`config.mk`:
```
export PLATFORM = sky130hd
export DESIGN_NAME = wb_register_file
export DESIGN_NICKNAME = d
export VERILOG_FILES = /design/src/rtl/wb_register_file.sv
export SDC_FILE = /design/constraint.sdc
export NUM_CORES = 2
export LEC_CHECK = 0
export CAP_MARGIN = 30
export CORE_MARGIN = 5
export CORE_UTILIZATION = 50
export CTS_CLUSTER_DIAMETER = 120
export DETAILED_ROUTE_END_ITERATION = 10
export DONT_BUFFER_PORTS = 1
export GPL_ROUTABILITY_DRIVEN = 1
export GPL_TIMING_DRIVEN = 1
export PLACE_DENSITY = 0.66
export SLEW_MARGIN = 5
export SYNTH_ARGS = -nofsm -noshare
export SYNTH_HDL_FRONTEND = slang
export SYNTH_SLANG_ARGS = --single-unit
export TNS_END_PERCENT = 1
```
`constraint.sdc`:
```
create_clock -name clk -period 3.1 [get_ports clk]
set_input_delay 0.62 -clock clk [delete_from_list [all_inputs] [get_ports clk]]
set_output_delay 0.62 -clock clk [all_outputs]
set_load 0.03 [all_outputs]
```
`src/rtl/wb_register_file.sv`:
```
// wb_register_file: write-back end of the MEM/WB pipeline interface.
// Selects the write-back value, commits it to a 32-entry register file,
// exposes two combinational read ports, a committed-write counter and a
// sticky reserved-select error flag.
// Optional feature macro: WB_BYPASS_EN (write-first read ports).
module wb_register_file #(
    parameter int               NBits    = 32,
    parameter logic [NBits-1:0] SP_INIT  = 32'h7FFFEFFC,
    parameter int               CNT_BITS = 32
) (
    input  logic                clk,
    input  logic                reset,
    input  logic [NBits-1:0]    MEM_WB_pc_4_i,
    input  logic [NBits-1:0]    MEM_WB_alu_result_i,
    input  logic [NBits-1:0]    MEM_WB_read_data_i,
    input  logic [4:0]          MEM_WB_write_register_i,
    input  logic                MEM_WB_reg_write_i,
    input  logic [1:0]          MEM_WB_mem_to_reg_i,
    input  logic [4:0]          read_register_1_i,
    input  logic [4:0]          read_register_2_i,
    output logic [NBits-1:0]    read_data_1_o,
    output logic [NBits-1:0]    read_data_2_o,
    output logic [NBits-1:0]    wb_data_o,
    output logic                wb_commit_o,
    output logic [CNT_BITS-1:0] commit_count_o,
    output logic                sel_error_o
);

    localparam logic [1:0] SEL_ALU  = 2'b00;
    localparam logic [1:0] SEL_MEM  = 2'b01;
    localparam logic [1:0] SEL_PC4  = 2'b10;
    localparam logic [1:0] SEL_RSVD = 2'b11;

    logic [NBits-1:0]    regs_q [32];
    logic [NBits-1:0]    wb_data_d;
    logic                commit_d;
    logic                rsvd_write_d;
    logic [CNT_BITS-1:0] count_q, count_d;
    logic                sel_error_q, sel_error_d;

    // Write-back value select; the reserved encoding falls back to the ALU result.
    always_comb begin
        wb_data_d = MEM_WB_alu_result_i;
        case (MEM_WB_mem_to_reg_i)
            SEL_ALU: wb_data_d = MEM_WB_alu_result_i;
            SEL_MEM: wb_data_d = MEM_WB_read_data_i;
            SEL_PC4: wb_data_d = MEM_WB_pc_4_i;
            default: wb_data_d = MEM_WB_alu_result_i;
        endcase
    end

    // Commit qualification: writes to $zero and reserved selects never commit.
    always_comb begin
        rsvd_write_d = MEM_WB_reg_write_i && (MEM_WB_mem_to_reg_i == SEL_RSVD);
        commit_d     = MEM_WB_reg_write_i
                       && (MEM_WB_write_register_i != 5'd0)
                       && (MEM_WB_mem_to_reg_i != SEL_RSVD);
        count_d      = commit_d ? (count_q + CNT_BITS'(1)) : count_q;
        sel_error_d  = sel_error_q | rsvd_write_d;
    end

    // Architectural register file; $sp comes out of reset at SP_INIT.
    always_ff @(posedge clk or negedge reset) begin
        if (!reset) begin
            for (int i = 0; i < 32; i++) begin
                regs_q[i] <= (i == 29) ? SP_INIT : '0;
            end
        end else if (commit_d) begin
            regs_q[MEM_WB_write_register_i] <= wb_data_d;
        end
    end

    // Committed-write counter (wraps silently) and sticky select error.
    always_ff @(posedge clk or negedge reset) begin
        if (!reset) begin
            count_q     <= '0;
            sel_error_q <= 1'b0;
        end else begin
            count_q     <= count_d;
            sel_error_q <= sel_error_d;
        end
    end

    // Read port 1: $zero reads as 0; optional write-first bypass.
    always_comb begin
        read_data_1_o = (read_register_1_i == 5'd0) ? '0 : regs_q[read_register_1_i];
`ifdef WB_BYPASS_EN
        if (commit_d && (read_register_1_i == MEM_WB_write_register_i)) begin
            read_data_1_o = wb_data_d;
        end
`endif
    end

    // Read port 2: same behaviour as port 1.
    always_comb begin
        read_data_2_o = (read_register_2_i == 5'd0) ? '0 : regs_q[read_register_2_i];
`ifdef WB_BYPASS_EN
        if (commit_d && (read_register_2_i == MEM_WB_write_register_i)) begin
            read_data_2_o = wb_data_d;
        end
`endif
    end

    assign wb_data_o      = wb_data_d;
    assign wb_commit_o    = commit_d;
    assign commit_count_o = count_q;
    assign sel_error_o    = sel_error_q;

endmodule

```
Word-level counts from Yosys, hierarchy flattened
Cells that the tools add are included.

Input port bits: 116. Flip-flop bits (word level): 1057. Output and inout port bits: 130. Logic and storage cells: 66.

$lt $le $gt $ge: 4. $add $sub $neg: 1. Reductions and logical operators: 7. Eq/ne operators: 4. Bitwise logic cells: 4. Multiplexer cells: 12.

Operators with widths (number): $bwmux W1024 (1); $bmux W32 S5 (2); $mux W32 (7); $demux W32 S5 (1); $pmux W32 S2 (1); $add A32 B1 Y32 const B (1); $ge A6 B6 Y1 const B (3); $not A5 Y6 (3); $logic_not A5 Y1 (2); $lt A6 B1 Y1 const B (1); $reduce_bool A5 Y1 (1); $eq A2 B2 Y1 const B (2); $logic_and A1 B1 Y1 (4); $eq A2 B1 Y1 const B (1); $ne A2 B2 Y1 const B (1); $or A1 B1 Y1 (1).

Logic depth before layout (Yosys ltp)
Depth in word-level cells: 6. Gate-level depth with buffers: 10. Gate-level depth less buffers: 6.

Least setup slack after synthesis
No wires, ideal clock.

Path type: in2out. Start: input read_register_2_i[1]. End: output read_data_2_o[31]. Buffers on the path: 4. Required time: 2.480 ns. Path slack: -0.216 ns. Arrival: 2.696 ns. Stages: 8. Path through: buf_4 buf_6 buf_8 buf_12 mux2i_1 a221o_1 a22o_1 nor4_1.

Cells in the longest elaborated chain, start to end: 5. Elaborated cells between the ends (all ways): 6. Classes of those cells: mux: 4; bitwise: 1; reduce/logical: 1.

RTL lines: start, declared (line 20) `input logic [4:0] read_register_2_i,`; $not A5 Y6 (not written as such) (line 96) `read_data_2_o = (read_register_2_i == 5'd0) ? '0 : regs_q[read_register_2_i];`; $bmux W32 S5 (line 96); $mux W32 (not written as such) (2 in a row) (line 96); $mux W32 (*) (line 96); end, declared (line 22) `output logic [NBits-1:0] read_data_2_o,`.

Mark *: on every way between the ends. The rest lies on a longest branch, timed or not. The select of a mux whose other input is x is not followed.

Worst setup path after layout
Start: input read_register_1_i[2]. End: output read_data_1_o[11].

Cells in the longest elaborated chain, start to end: 5. Elaborated cells between the ends (all ways): 6. Classes of those cells: mux: 4; bitwise: 1; reduce/logical: 1.

RTL lines: start, declared (line 19) `input logic [4:0] read_register_1_i,`; $not A5 Y6 (not written as such) (line 86) `read_data_1_o = (read_register_1_i == 5'd0) ? '0 : regs_q[read_register_1_i];`; $bmux W32 S5 (line 86); $mux W32 (not written as such) (2 in a row) (line 86); $mux W32 (*) (line 86); end, declared (line 21) `output logic [NBits-1:0] read_data_1_o,`.

Marked as above.

==> impl_metrics.env <==
export IMPL_status="finished with violations"
export IMPL_violations="hold timing, setup timing"
export IMPL_die_y_um=343
export IMPL_p_per_area_nw_per_um2=629
export IMPL_die_area_um2=117000
export IMPL_worst_slew_pin_slew_ns=1.44
export IMPL_routed_wl_um=180000
export IMPL_critPathTopFamily="simple AND/OR/NAND/NOR gates"
export IMPL_yosys_top_cells_count="1045 x nand2_1, 1029 x dfrtp_1, 1024 x o21ai_0"
export IMPL_cts_made_buffers=111
export IMPL_rows=122
export IMPL_first_global_vias=41636
export IMPL_fin_tns_setup_ns=-22.97
export IMPL_gp_congestion=0.884
export IMPL_drc_errors=0
export IMPL_syn_nets=5362
export IMPL_ir_drop_mv=0.548
export IMPL_cp_start_kind="input port"
export IMPL_endpoint_kind="output pin"
export IMPL_areaGrowthSynthToFinish_pct=13.5
export IMPL_drt_wirelength_per_cell_um=26.8
export IMPL_p_leak_nw=27.2
export IMPL_ctsHtreeMaxLevel=3
export IMPL_max_stage_delay_ns=0.83
export IMPL_yosysTopAreaCell="dfrtp_1"
export IMPL_ys_ff_latch=1057
export IMPL_period_needed_ns=3.87
export IMPL_relSlewSlack=0.0404
export IMPL_rsz0062_at_grt="yes"
export IMPL_critical_path_max_fanout=292
export IMPL_die_w_um=343
export IMPL_r2r_start="commit_count_o[2]$_DFFE_PN0P_"
export IMPL_synthCells=5242
export IMPL_crit_path_top_delay_cell="or3_4"
export IMPL_synth_warnings=0
export IMPL_grt_usage=0.302
export IMPL_grt_overflow=0
export IMPL_cts_tree="done"
export IMPL_ys_flop_type="dfrtp_1"
export IMPL_ys_seq_area_frac=0.478
export IMPL_dp_hpwl_um=109000
export IMPL_r2r_slack_ns=0.81
export IMPL_period_share=1.25
export IMPL_synth_area_um2=55400
export IMPL_insertion_delay_ns=0.69
export IMPL_r2r_end="commit_count_o[31]$_DFFE_PN0P_"
export IMPL_required_ns=2.48
export IMPL_avgViaCountPerCell=6.34
export IMPL_synth_top_area_share=0.465
export IMPL_io_buffers=0
export IMPL_drive_gt1_frac=0.234
export IMPL_grt_pass1_wl_um=269000
export IMPL_whs_ns=-0.0818
export IMPL_crit_arrival_ns=3.25
export IMPL_max_cap_violations=0
export IMPL_setup_viol=64
export IMPL_hold_class="input port to async pin"
export IMPL_seq_area_um2=26500
export IMPL_reg2reg_depth=5
export IMPL_clock_sinks=1057
export IMPL_drt_iter0_markers=4653
export IMPL_syn_avg_cell_area_um2=10.6
export IMPL_finalNetCount=5239
export IMPL_dr_pass1_iters=6
export IMPL_root_buffer="clkbuf_16"
export IMPL_synth_edff_count=0
export IMPL_io_pin_count=246
export IMPL_vias=42502
export IMPL_cts_buffer_depth=3
export IMPL_synth_area_leaders="dfrtp_1 47%, mux4_2 14%, o21ai_0 9.3%"
export IMPL_max_freq_ghz=0.258
export IMPL_hold_viol=35
export IMPL_antenna_found_initial=5
export IMPL_core_region_area_um2=110000
export IMPL_path_cells="or3_4 -> buf_12 -> o221ai_1 -> a21oi_1 -> a211oi_1 -> buf_4"
export IMPL_async_reset_ff_frac=1.00
export IMPL_yosysMostFrequentCell="nand2_1"
export IMPL_synth_cell_type_count=50
export IMPL_drv_slew=0
export IMPL_skew_ns=0.00942
export IMPL_grt_max_degree=1058
export IMPL_setup_ws_ns=-0.770
export IMPL_critPathBufInv=2
export IMPL_clk_pin_slew_ns=0.06
export IMPL_critPathKind="input port to output pin"
export IMPL_fill_cells=9160
export IMPL_initial_core_util=0.502
export IMPL_multi_input_area_um2=27000
export IMPL_ant_nets=0
[cell type report]
cell class,instances,share of cell area
sequential,1057,0.421
multi-input combinational,3589,0.429
timing repair buffer,322,0.0523
tap,1488,0.0296
clock buffer,152,0.0515
clock inverter,59,0.0137
antenna,2,0.0000796
inverter,38,0.00227
[repair_timing]
action	in CTS	in global routing
pin swaps	3	10
setup endpoints to repair	30	57
buffers inserted	0	0
resized for setup	26	55
endpoints found under the hold margin	1033	60
[worst max-delay path by stage]
stage	start	to	cells after the start
finish	read_register_1_i[2]	read_data_1_o[11]	6
CTS	regs_q[844]$_DFFE_PN0P_	read_data_1_o[12]	7
floorplan	read_register_2_i[1]	read_data_2_o[0]	8
global route	regs_q[769]$_DFFE_PN0P_	read_data_1_o[1]	8
detailed placement	read_register_1_i[0]	read_data_1_o[21]	8
global placement	read_register_1_i[0]	read_data_1_o[21]	8
[kinds of logic after synthesis]
family,after synthesis,share of synthesized area
XOR/XNOR,31,0.00490
flip-flops,1057,0.478
multiplexers,705,0.211
buffers and inverters,596,0.0473
adder cells (fa/ha/maj),4,0.000904
AND/OR/NAND/NOR,1422,0.112
AO/OA/AOI/OAI,1427,0.146
[per-stage QoR]
step | utilization | setup slack, ns | instance area (µm²) | instances | power [mW]
after floorplan | - | -0.216 | 55400 | 5242 | 22.2
after global placement | 0.527 | -0.0325 | 58200 | 6487 | 24.0
after detailed placement | 0.527 | -0.0993 | 58200 | 6487 | 24.3
after CTS | 0.566 | -0.0955 | 62400 | 6698 | 39.2
after global routing | 0.569 | -0.168 | 62800 | 6705 | 41.1
final | 0.569 | -0.770 | 62800 | 6707 | 39.5
[cells in the final DEF, fill, tap and decap left out, types with 26 or more instances in the layout]
cell type / Yosys / layout
mux2_2: 154 / 153
o221ai_1: 32 / 32
clkbuf_16: 0 / 116
mux2i_1: 192 / 181
nor2_1: 97 / 93
a21oi_1: 64 / 32
nor3_1: 66 / 48
buf_12: 1 / 59
mux4_2: 352 / 352
nor2b_1: 89 / 84
dfstp_2: 28 / 28
a22oi_1: 64 / 63
buf_4: 37 / 254
a211oi_1: 111 / 87
o22ai_1: 64 / 62
o21ai_0: 1024 / 1021
a21oi_2: 0 / 27
nor4_2: 31 / 30
inv_1: 38 / 38
dfrtp_1: 1029 / 1029
nand2_1: 1045 / 1043
a221o_1: 32 / 32
clkinv_2: 0 / 26
[state kept, by name, summed over array words and instances (netlist names)]
register,count
commit_count_o,32
sel_error_o,1
regs_q,1024
[report_power, final]
| part | internal [mW] | switching (mW) | total (mW) |
|---|---|---|---|
| combinational | 3.38 | 3.69 | 7.07 |
| sequential | 15.9 | 1.72 | 17.6 |
| clock | 9.05 | 5.84 | 14.9 |
| total | 28.3 | 11.2 | 39.5 |
[per-layer routing]
metal,vias to the layer above,GRT usage,wire [µm]
met5,-,0,35
li1,18612,-,-
met3,341,0.123,22700
met2,2131,0.440,78300
met1,21412,0.415,72600
met4,6,0.102,5990
Power figures use the tool's default switching activity.
